File: src/rtl/cordic_avg_buffer.sv
// Block-averages CORDIC x/y samples over 2^AVG_LOG2 valid cycles and queues
// the results in a first-word-fall-through FIFO with a sticky overflow flag.
module cordic_avg_buffer #(
    parameter int unsigned XY_BITS    = 12,
    parameter int unsigned AVG_LOG2   = 2,
    parameter int unsigned FIFO_DEPTH = 4
) (
    input  logic                              clk,
    input  logic                              RST,
    input  logic                              clear,
    input  logic                              valid_in,
    input  logic signed [XY_BITS-1:0]         x_i,
    input  logic signed [XY_BITS-1:0]         y_i,
    output logic                              out_valid,
    input  logic                              out_ready,
    output logic signed [XY_BITS-1:0]         x_avg,
    output logic signed [XY_BITS-1:0]         y_avg,
    output logic [$clog2(FIFO_DEPTH):0]       fifo_level,
    output logic                              overflow
);

    localparam int unsigned ACC_W = XY_BITS + AVG_LOG2;
    localparam int unsigned CNT_W = (AVG_LOG2 > 0) ? AVG_LOG2 : 1;
    localparam int unsigned PTR_W = $clog2(FIFO_DEPTH);
    localparam int unsigned LVL_W = PTR_W + 1;
    localparam logic [CNT_W-1:0] CNT_LAST = CNT_W'((1 << AVG_LOG2) - 1);
    localparam logic [LVL_W-1:0] LVL_FULL = LVL_W'(FIFO_DEPTH);

    logic signed [ACC_W-1:0]   acc_x, acc_y;
    logic signed [ACC_W-1:0]   sum_x, sum_y;
    logic signed [XY_BITS-1:0] res_x, res_y;
    logic [CNT_W-1:0]          cnt;
    logic [PTR_W-1:0]          wr_ptr, rd_ptr;
    logic signed [XY_BITS-1:0] mem_x [FIFO_DEPTH];
    logic signed [XY_BITS-1:0] mem_y [FIFO_DEPTH];
    logic                      last, pop, full, push, drop;

    // Accumulator wide enough for a full group, so the sum never wraps
    always_comb begin
        sum_x = acc_x + ACC_W'(x_i);
        sum_y = acc_y + ACC_W'(y_i);
        res_x = XY_BITS'(sum_x >>> AVG_LOG2);
        res_y = XY_BITS'(sum_y >>> AVG_LOG2);
        last  = valid_in && (cnt == CNT_LAST);
        out_valid = (fifo_level != '0);
        pop   = out_valid && out_ready;
        full  = (fifo_level == LVL_FULL);
        push  = last && (!full || pop);
        drop  = last && full && !pop;
        x_avg = out_valid ? mem_x[rd_ptr] : '0;
        y_avg = out_valid ? mem_y[rd_ptr] : '0;
    end

    always_ff @(posedge clk or negedge RST) begin
        if (!RST) begin
            acc_x <= '0;
            acc_y <= '0;
            cnt   <= '0;
        end else if (clear) begin
            acc_x <= '0;
            acc_y <= '0;
            cnt   <= '0;
        end else if (valid_in) begin
            if (last) begin
                acc_x <= '0;
                acc_y <= '0;
                cnt   <= '0;
            end else begin
                acc_x <= sum_x;
                acc_y <= sum_y;
                cnt   <= cnt + CNT_W'(1);
            end
        end
    end

    // FIFO control; clear overrides both push and pop
    always_ff @(posedge clk or negedge RST) begin
        if (!RST) begin
            wr_ptr     <= '0;
            rd_ptr     <= '0;
            fifo_level <= '0;
            overflow   <= 1'b0;
        end else if (clear) begin
            wr_ptr     <= '0;
            rd_ptr     <= '0;
            fifo_level <= '0;
            overflow   <= 1'b0;
        end else begin
            if (push) wr_ptr <= wr_ptr + PTR_W'(1);
            if (pop)  rd_ptr <= rd_ptr + PTR_W'(1);
            if (push && !pop)      fifo_level <= fifo_level + LVL_W'(1);
            else if (pop && !push) fifo_level <= fifo_level - LVL_W'(1);
            if (drop) overflow <= 1'b1;
        end
    end

    // Storage needs no reset: reads are masked by out_valid
    always_ff @(posedge clk) begin
        if (!clear && push) begin
            mem_x[wr_ptr] <= res_x;
            mem_y[wr_ptr] <= res_y;
        end
    end

endmodule
File: config.mk
export PLATFORM = sky130hd
export DESIGN_NAME = cordic_avg_buffer
export DESIGN_NICKNAME = d
export VERILOG_FILES = /design/src/rtl/cordic_avg_buffer.sv
export SDC_FILE = /design/constraint.sdc
export NUM_CORES = 1
export LEC_CHECK = 0
export CAP_MARGIN = 5
export CORE_MARGIN = 2
export CORE_UTILIZATION = 50
export CTS_CLUSTER_SIZE = 24
export DETAILED_ROUTE_END_ITERATION = 12
export PLACE_DENSITY = 0.71
export SYNTH_ARGS = -nofsm -noshare
export SYNTH_HDL_FRONTEND = slang
export SYNTH_SLANG_ARGS = --single-unit
File: constraint.sdc
create_clock -name clk -period 3.53 [get_ports clk]
set_clock_uncertainty 0.05 [all_clocks]
set_input_delay 0.353 -clock clk [delete_from_list [all_inputs] [get_ports clk]]
set_output_delay 0.353 -clock clk [all_outputs]
set_load 0.03 [all_outputs]
* Word-level counts from Yosys, hierarchy flattened
Memories as Yosys holds them, arrays and structs flattened. Cells that the tools add are included.
Operators by class: divide/modulo/power cells 0, $add $sub $neg 7, reduce and logical (&&, ||, !) cells 19, mux-type cells 22, bitwise gates (word level) 0, shifts and indexed selects 0, equal/unequal tests 2, multiply operators 0, $lt $le $gt $ge 0
Operator list (count):
- $mux W14 | 6
- $add A14 B12 Y14 | 2
- $mux W12 | 2
- $mux W2 | 7
- $mux W3 | 3
- $logic_and A1 B1 Y1 | 8
- $reduce_bool A2 Y1 | 4
- $add A2 B1 Y2 const B | 3
- $reduce_bool A3 Y1 | 2
- $logic_not A1 Y1 | 4
- $mux W1 | 4
- $add A3 B1 Y3 const B | 1
- $eq A3 B3 Y1 const B | 1
- $sub A3 B1 Y3 const B | 1
- $eq A2 B2 Y1 const B | 1
- $logic_or A1 B1 Y1 | 1
Word-level totals: logic and storage cells 59, bits in latches 0, memory bits (read-only) 0, RAM bits 96, memories kept 2, flip-flop bits (word level) 38
Memories:
- mem_x | depth 4, width 12, rd ports 1, clocked after Yosys merged registers in 0, wr ports 1, line 34 | logic signed [XY_BITS-1:0] mem_x [FIFO_DEPTH];
- mem_y | depth 4, width 12, rd ports 1, clocked after Yosys merged registers in 0, wr ports 1, line 35 | logic signed [XY_BITS-1:0] mem_y [FIFO_DEPTH];

* Longest topological paths before layout
Gate-level depths: netlist of the first run.
depth after elaboration 9, gate-level depth with buffers 9, mapped depth without buffers 9

* Least setup slack after synthesis of the first run
No wires, ideal clock.
path type reg2reg, from reg acc_x[0], to reg acc_x[12], required time 3414 ps, buffers on the path 0, cell stages (with the launch flop) 9, data arrival time 2416 ps, slack 998 ps, cell sequence dfrtp_1 -> ha_1 -> fa_1 -> a21o_1 -> a221oi_2 -> nor3b_1 -> or3_1 -> o311ai_2 -> a22o_1
Between the ends: cells in the longest elaborated chain, start to end 4
RTL lines:
- from (decl) | line 29 | logic signed [ACC_W-1:0] acc_x, acc_y;
- from (signal assigned) | line 69 | acc_x <= sum_x;
- $add A14 B12 Y14 | line 40 | sum_x = acc_x + ACC_W'(x_i);
- via sum_x[12] | line 30 | logic signed [ACC_W-1:0] sum_x, sum_y;
- $mux W14 | line 64 | if (last) begin
- $mux W14 | line 63 | end else if (valid_in) begin
- $mux W14 | line 59 | end else if (clear) begin
The timed path passes the listed nets, and every way through them passes these cells. The select of a mux whose other input is x is not followed. A chain may end at the register's enable or synchronous reset.

* Final worst setup path of the first run
from reg rd_ptr[0], to out y_avg[2]
Between the ends: cells in the longest elaborated chain, start to end 2
RTL lines:
- from (decl) | line 33 | logic [PTR_W-1:0] wr_ptr, rd_ptr;
- from (signal assigned) | line 90 | if (pop) rd_ptr <= rd_ptr + PTR_W'(1);
- $mem_v2 Z4 W12
- $mux W12 | line 51 | y_avg = out_valid ? mem_y[rd_ptr] : '0;
- to (decl) | line 17 | output logic signed [XY_BITS-1:0] y_avg,
Every way passes these cells.

==> flow_summary.ini, run 1 <==
[global_routing]
grt_util_met3_pct = 4.22
grt_pass1_wl_um = 21900
grt_util_met2_pct = 35.3
grt_max_degree = 39
overflow = 0
grt_use_met1_pct = 25.9
grt_usage_pct = 20.5
antenna_found_initial = 0
busiest_layer = met2
grt_pass1_vias = 4179

[worst_setup_path]
slowest_stage = mux4_2
cp-start-kind = flip-flop
max_stage_delay_ps = 600
critPathMaxFanout = 26
end_kind = output port
crit_chain = buf_4 > mux4_2 > and2_1 > clkdlybuf4s50_1
path_buf_inv = 2
critical_path_arrival_ps = 2560
crit_family = buffers and inverters
critPathRequiredTime_ps = 3130
crit_type = flip-flop to output port

[logic_synthesis]
synth_flop_cell = edfxtp_1
synth_area_um2 = 6510
synth_warnings = 0
synth_edf_count = 96
synth_async_sr_flop_share_pct = 28.4
syn_inst = 456
synth_seq_cells = 134
syn_nets = 519
syn_avg_cell_area_um2 = 14.3
synth_seq_area_share_pct = 58.9
synth_cell_types = 42
netlist_top_cells_area = edfxtp_1, dfrtp_1, mux4_2
synth_top_cell_area_share_pct = 44.3
synth_top_area_cell = edfxtp_1

[cells_and_area]
syn_to_final_growth_pct = 22.0
final_area_um2 = 7940
final_common_cell = edfxtp_1
num_antenna_cells = 0
fill_cells = 1002
final_cell_mix = edfxtp_1, clkdlybuf4s50_1, dfrtp_1, ha_1, and2_1
layout-drive-gt1-share_pct = 13.1
fin_util_pct = 62.7
fin_nets = 585

[floorplan]
rows = 41
core_area_um2 = 12700
die_y_um = 118
die-width_um = 118
num_io_pins = 58
initial_utilization_pct = 51.4
dieArea_um2 = 14000

[clock_tree]
clk_pin_slew_ps = 50
htree_num_levels = 4
cts_tree = done
clock_sinks = 134
cts_setup_buffers = 0
clkLatencyLatePin_ps = 410
clock_path_buffers = 2
cts_resized = 0
cts_buffers = 17
cts_root_buffer = clkbuf_16
ctsHoldBuffers = 0

[sta]
hold_violations = 0
finalSetupViolCount = 0
relSlewSlack_pct = 34.9
final.setup.tns_ps = 0
rsz0062_at_grt = false
drv_slew = 0
worst_pin_slew_ps = 977
min_period_ps = 2960
fmax_mhz = 337
timing.final.crit_share_pct = 84.0

[placed_design]
port_buffers = 57
dp_hpwl_um = 8710
globalplace.congestion = 0.838
place_area_um2 = 7320

[route]
vias = 4115
totalWireLength_um = 13500
drtIter0Drc = 229
drt_drc_violations_left = 0
wire_per_inst_um = 19.1
ant_nets = 0
vias_per_cell = 5.82
first_pass_iters = 4

[pwr]
vdd_ir_drop_max_mv = 0.382
power_w = 0.00581
power.leakage_nw = 3.05
p_per_area_nw_per_um2 = 731

[status]
status = finished clean

[hold_path]
hp-class = input pin to async pin

[run]
maxCapViolCount = 0
## synthesized netlist by cell type, types with 4 or more instances
cell type and instances:
o311ai_1 4, a21o_1 16, nor3_1 6, inv_1 8, mux4_2 24, clkbuf_1 14, a22o_1 24, ha_1 31
nand2_1 22, xor2_1 10, a31oi_1 4, nor2_1 13, or3_1 4, a211oi_1 5, buf_2 4, o21ai_0 10
o211ai_1 6, xnor2_1 15, nand3_1 6, and3_1 8, or2_1 5, a21oi_1 21, edfxtp_1 96, dfrtp_1 38
and2_1 30
## cells by family after synthesis
| group | after synthesis | synth area share (%) |
|---|---|---|
| AO/OA/AOI/OAI | 102 | 11.6 |
| buffers and inverters | 27 | 1.63 |
| adder cells (fa/ha/maj) | 34 | 6.88 |
| flip-flops | 134 | 58.9 |
| XOR/XNOR | 25 | 3.36 |
| AND/OR/NAND/NOR | 109 | 9.15 |
| multiplexers | 25 | 8.46 |
## metrics by stage
stage | setup slack (ps) | cells | hold slack (ps)
3_5_place_dp | 284 | 675 | 429
6_report | 565 | 707 | 59.8
3_3_place_gp | 365 | 675 | 425
2_1_floorplan | 998 | 456 | 7.41
4_1_cts | 497 | 707 | 80.9
5_1_grt | 420 | 707 | 119
## registers in the layout (all words and copies together) (netlist names)
signal,cells
acc_x,14
acc_y,14
cnt,2
fifo_level,3
mem_x,48
mem_y,48
overflow,1
rd_ptr,2
wr_ptr,2
## worst paths after layout
| check | startpoint | end | slack, ps | cells after the start |
|---|---|---|---|---|
| worst max-delay path | rd_ptr[0] | y_avg[2] | 570 | 4 |
| worst min-delay path | RST | acc_x[4] | 60 | 1 |
| worst max register to register | acc_y[0] | acc_y[12] | 650 | 8 |
| worst min register to register | acc_y[11] | acc_y[11] | 440 | 2 |
| max in group asynchronous | RST | acc_y[7] | 2770 | 1 |
| min in group clk | acc_y[11] | acc_y[11] | 440 | 2 |
## layer usage
metal | share of wire (%) | up-vias
li1 | - | 1917
met1 | 44 | 2087
met2 | 51 | 99
met3 | 3.9 | 12
met4 | 1.4 | 0
met5 | 0 | -
## worst reg2reg max path, delay by kind of cell (launching register included)
family	cells	cell delay, ps
AOI/OAI and AO/OA	4	1220
adders and majority gates	2	620
and+or+nand+nor	2	540
DFF	1	380
## power breakdown
group	internal (W)	total [W]	switching, W
clock	0.00123	0.00185	0.000615
sequential	0.00189	0.00195	0.0000580
combinational	0.000841	0.00200	0.00116
## cell type report
class                   instances  area (um^2)  share of cell area (%)
flip-flops and latches        134         3830                    48.3
well taps                     172          215                    2.71
multi-input cells             295         2580                    32.5
clock buffers                  23          478                    6.02
clock inverters                 9          149                    1.87
inverters                       8         30.0                   0.378
repair buffers                 66          658                    8.29
Power figures use the tool's default switching activity.
==> run 2: changes to the inputs <==
==> constraint.sdc (replaced) <==
create_clock -name clk -period 2.8 [get_ports clk]
set_clock_uncertainty 0.05 [all_clocks]
set_input_delay 0.28 -clock clk [delete_from_list [all_inputs] [get_ports clk]]
set_output_delay 0.28 -clock clk [all_outputs]
set_load 0.03 [all_outputs]
==> run 2 against run 1 <==
Compared with the run above:
- the flow now finishes with violations (hold timing)
- clock power up 25%
- sequential share of layout area down 1.2 points
- cell count up 2.5%
- total power up 28%
- first-iteration DRC count up 58%
- critical path depth up 4
- via count up 1.3%
- non-clock buffer count up 18
- global-route usage up 0.55 points
- critical endpoint is now acc_y[12]
- highest routed layer unchanged
==> flow_summary.ini, run 2 (synthesized netlist as in run 1, its figures left out) <==
[worst_setup_path]
crit_family = compound AO/OA/AOI/OAI gates
critical_path_arrival_ps = 3010
critPathMaxFanout = 5
r2r-end = acc_y[12]
reg2regPathDepth = 8
max_stage_delay_ps = 430
end_kind = flip-flop
crit_chain = ha_1 > fa_1 > a21o_1 > a221oi_2 > nor3b_1 > or3_1 > o311ai_4 > a22o_1
path_buf_inv = 0
timing.rr.start = acc_y[0]
slowest_stage = fa_1
rrSetupSlack_ps = 90
critPathRequiredTime_ps = 3100
crit_type = flip-flop to flip-flop
cp-start-kind = flip-flop

[floorplan]
die_y_um = 118
num_io_pins = 58
rows = 41
initial_utilization_pct = 51.4
core_area_um2 = 12700
die-width_um = 118
dieArea_um2 = 14000

[sta]
worst_slack_ps = 86.4
finalSetupViolCount = 0
rsz0062_at_grt = false
min_period_ps = 2710
final.setup.tns_ps = 0
hold_violations = 26
relSlewSlack_pct = 34.4
timing.final.crit_share_pct = 96.9
drv_slew = 0
worst_pin_slew_ps = 983
fmax_mhz = 369
fin_hold_ws_ps = -21.7

[clock_tree]
clk_pin_slew_ps = 60
cts_tree = done
clkLatencyLatePin_ps = 410
cts_buffers = 17
htree_num_levels = 4
clock_sinks = 134
cts_root_buffer = clkbuf_16
clock_path_buffers = 2
cts_setup_buffers = 0

[global_routing]
grt_max_degree = 39
grt_pass1_wl_um = 22400
grt_usage_pct = 21.1
overflow = 0
grt_pass1_vias = 4316
antenna_found_initial = 0

[run]
maxCapViolCount = 0

[placed_design]
dp_hpwl_um = 8640
globalplace.congestion = 0.851
port_buffers = 57
place_area_um2 = 7470
dp_slack_ps = -240

[cells_and_area]
fin_nets = 603
num_antenna_cells = 0
syn_to_final_growth_pct = 25.1
reg.largest.list = mem_x (48), mem_y (48)
final_common_cell = edfxtp_1
layout-drive-gt1-share_pct = 17.5
fill_cells = 931
final_cell_mix = edfxtp_1, clkdlybuf4s50_1, dfrtp_1, ha_1, and2_1
final_area_um2 = 8140

[status]
violations = hold timing
status = complete, but fails checks

[route]
totalWireLength_um = 13900
vias = 4169
ant_nets = 0
vias_per_cell = 5.75
drtIter0Drc = 362
drt_drc_violations_left = 0
wire_per_inst_um = 19.1
first_pass_iters = 4

[pwr]
power.leakage_nw = 3.14
p_per_area_nw_per_um2 = 909
vdd_ir_drop_max_mv = 0.508

[hold_path]
hp-class = input pin to async pin
-- run 2: per-layer routing --
layer / up-vias / GRT usage [%] / part of all wire (%)
li1: 1954 / - / -
met1: 2096 / 27.1 / 44
met2: 107 / 35.3 / 51
met3: 12 / 4.84 / 4.2
met4: 0 / 6.93 / 0.98
met5: - / 0 / 0
-- run 2: area by class of cell --
class | count | area (um^2) | share of cell area [%]
flip-flops and latches | 134 | 3830 | 47.1
clock buffers | 23 | 468 | 5.75
well taps | 172 | 215 | 2.64
repair buffers | 84 | 813 | 9.99
multi-input cells | 295 | 2630 | 32.3
inverters | 8 | 30.0 | 0.369
clock inverters | 9 | 151 | 1.86
-- run 2: through the flow --
stage	power (W)	util (%)	instances
finish	0.00740	64.3	725
detailed placement	0.00510	59.0	693
floorplan	0.00418	-	456
global placement	0.00505	59.0	693
global route	0.00775	64.3	725
CTS	0.00742	63.8	725
-- run 2: what timing repair did --
item	CTS	global route
hold buffers	0	0
hold endpoints to repair	0	0
resized for setup	0	7
endpoints found under the setup margin	0	6
-- run 2: worst max path at each step --
stage,startpoint,to,slack (ps),depth (start not counted)
detailed placement,x_i[0],acc_x[12],-240,9
finish,acc_y[0],acc_y[12],90,8
floorplan,acc_x[0],acc_x[12],270,8
CTS,rd_ptr[0],y_avg[2],70,4
global route,acc_y[0],acc_y[12],4,8
global placement,x_i[0],acc_x[12],-170,9
-- run 2: power by group --
group	leakage, nW	total (W)	switching [W]	internal (W)
sequential	1.37	0.00246	0.0000748	0.00239
combinational	1.48	0.00263	0.00150	0.00113
clock	0.291	0.00231	0.000776	0.00153
total	3.14	0.00740	0.00235	0.00505
==> run 3: changes to the inputs <==
--- a/config.mk
+++ b/config.mk
@@ -11,6 +11,7 @@
 export CTS_CLUSTER_SIZE = 24
 export DETAILED_ROUTE_END_ITERATION = 12
 export PLACE_DENSITY = 0.71
+export SLEW_MARGIN = 20
 export SYNTH_ARGS = -nofsm -noshare
 export SYNTH_HDL_FRONTEND = slang
 export SYNTH_SLANG_ARGS = --single-unit
==> results of run 3 <==
The final DEF is identical to that of run 2; final timing and power are the same.
==> RTL change: new RTL, settings of run 2 <==
Make the reset (`RST`) synchronous in 2 clocked blocks.
--- a/src/rtl/cordic_avg_buffer.sv
+++ b/src/rtl/cordic_avg_buffer.sv
@@ -51,7 +51,7 @@
         y_avg = out_valid ? mem_y[rd_ptr] : '0;
     end
 
-    always_ff @(posedge clk or negedge RST) begin
+    always_ff @(posedge clk) begin
         if (!RST) begin
             acc_x <= '0;
             acc_y <= '0;
@@ -74,7 +74,7 @@
     end
 
     // FIFO control; clear overrides both push and pop
-    always_ff @(posedge clk or negedge RST) begin
+    always_ff @(posedge clk) begin
         if (!RST) begin
             wr_ptr     <= '0;
             rd_ptr     <= '0;
Check against the original RTL: not equivalent (Yosys sat finds a counterexample within 10 cycles, from zero or initial values and one cycle with RST low; the reset may be asserted at any time).
==> RTL change against run 2 <==
  * Wire length decreased by 3.8%
  * Area after synthesis decreased by 1.3%
  * Cell area decreased by 2.2%
  * Sequential cell count increased by 2
  * Setup slack improved by 35 ps
  * First-iteration DRC count decreased by 31%
  * Die area decreased by 1.2%
  * Largest cell class unchanged
  * Highest routed layer unchanged
Power is not compared: it rests on default switching activity, and its combinational part moved more than twofold at a synthesized area within 25%.
==> RTL change: results (changes against run 2) <==
- Status: finished clean (was finished with violations)
- CP top delay family: buffers and inverters (was compound AO/OA/AOI/OAI gates)
- 1st-iter DRT viols: 250 (was 362)
- Vias in the first global route: 4158 (was 4316)
- First-pass GRT wire length: 21.8 mm (was 22.4 mm)
- Drt pass-1 iters: 5 (was 4)
- Share of cells above drive strength 1: 13.6% (was 17.5%)
- Final #Nets: 616 (was 603)
- Worst hold path class: register to register (was input pin to async pin)
- Max stage delay on crit path: 590 ps (was 430 ps)
- Relative slew margins: 26.5% (was 34.4%)
- Syn_nets: 547 (was 519)
- Number of library cell types mapped by synthesis: 51 (was 42)
- Top post-synthesis cells by area: edfxtp_1 45%, dfxtp_1 12%, mux4_2 8.4% (was edfxtp_1 44%, dfrtp_1 15%, mux4_2 8.3%)
- Routability cong.: 0.858 (was 0.851)
- Asr flop ratio synth: 0% (was 28.4%)
- DPL Wire Length: 8.73 mm (was 8.64 mm)
- Worst Path Arrival: 2350 ps (was 3010 ps)
- Fillers: 965 (was 931)
- Routed length per instance: 18.1 µm (was 19.1 µm)
- Tot GR Track Use: 20.6% (was 21.1%)
- Die span in x: 117 µm (was 118 µm)
- Num CTS Buffers: 17 (unchanged)
- Worst-path maximum fanout: 24 (was 5)
- Pint: 4.14 mW
- Via count: 4045 (was 4169)
- Post-synthesis sequential area ratio: 57.3% (was 58.9%)
- CP max-delay cell: clkdlybuf4s50_1 (was fa_1)
- Commonest cells in the netlist: 96 x edfxtp_1, 40 x dfxtp_1, 37 x nor2_1 (was 96 x edfxtp_1, 38 x dfrtp_1, 31 x ha_1)
RTL change: cell types whose count changed after synthesis, sizes merged, moves of 5 or more:
cell / before / now
nor2: 13 / 37
or2: 5 / 0
a21oi: 21 / 36
nor2b: 1 / 18
o21ai: 10 / 19
and3: 8 / 1
nand2: 22 / 12
dfxtp: 0 / 40
a21o: 16 / 11
dfrtp: 38 / 0
a22o: 24 / 11
o311ai: 6 / 0
RTL change: kinds of logic (layout without fill, tap and decap cells):
logic type | after synthesis | after routing | synth area share [%]
AOI/OAI and AO/OA | 102 | 102 | 10.5
xor gates and xnor gates | 30 | 30 | 4.09
adders and majority gates | 35 | 35 | 7.16
buffers and inverters | 27 | 109 | 1.65
DFF | 136 | 136 | 57.3
muxes | 29 | 29 | 9.21
and+or+nand+nor | 124 | 124 | 10.1
RTL change: area by class of cell:
cell class / instances / share of cell area, %
inverter: 6 / 0.283
tap: 172 / 2.70
clock inverter: 15 / 3.21
timing repair buffer: 71 / 9.05
multi-input combinational: 320 / 33.1
sequential: 136 / 46.3
clock buffer: 17 / 5.34
RTL change: power groups by stage:
stage	sequential (mW)	combinational, mW	clock, mW
global placement	2.29	0.381	0
global route	2.25	0.450	2.69
finish	2.25	0.408	2.57
detailed placement	2.29	0.400	0
CTS	2.25	0.408	2.60
floorplan	2.28	0.275	0
RTL change: worst reg2reg max path: cells and delay by family (launching register included):
| kind | cells | cell delay [ps] |
|---|---|---|
| flops | 1 | 300 |
| xor+xnor | 1 | 300 |
| fa+ha+maj | 2 | 640 |
| compound gates | 4 | 1090 |
| simple gates | 1 | 120 |
RTL change: metal layers:
metal	vias up	share of wire, %	global-route usage (%)
met3	21	3.5	4.62
met1	1986	44	25.7
met5	-	0	0
met4	0	1.4	7.53
met2	70	51	35.3
li1	1968	-	-
RTL change: path summary, 6_finish.rpt:
check / startpoint / to / slack [ps] / cells after the start
max: register / x_avg[11] / 120 / 4
min reg2reg: acc_x[7] / acc_x[7] / 410 / 2
min: acc_x[7] / acc_x[7] / 410 / 2
max reg2reg: acc_x[0] / acc_x[8] / 250 / 8
RTL change: stage by stage:
stage | TNS, ps | instance area, µm² | cells | setup WS [ps]
after floorplan | 0 | 6430 | 483 | 445
after global placement | 0 | 7280 | 705 | 0.107
after detailed placement | -691 | 7280 | 705 | -109
after CTS | 0 | 7960 | 737 | 4.17
after global routing | 0 | 7960 | 737 | 20.9
final | 0 | 7960 | 737 | 121
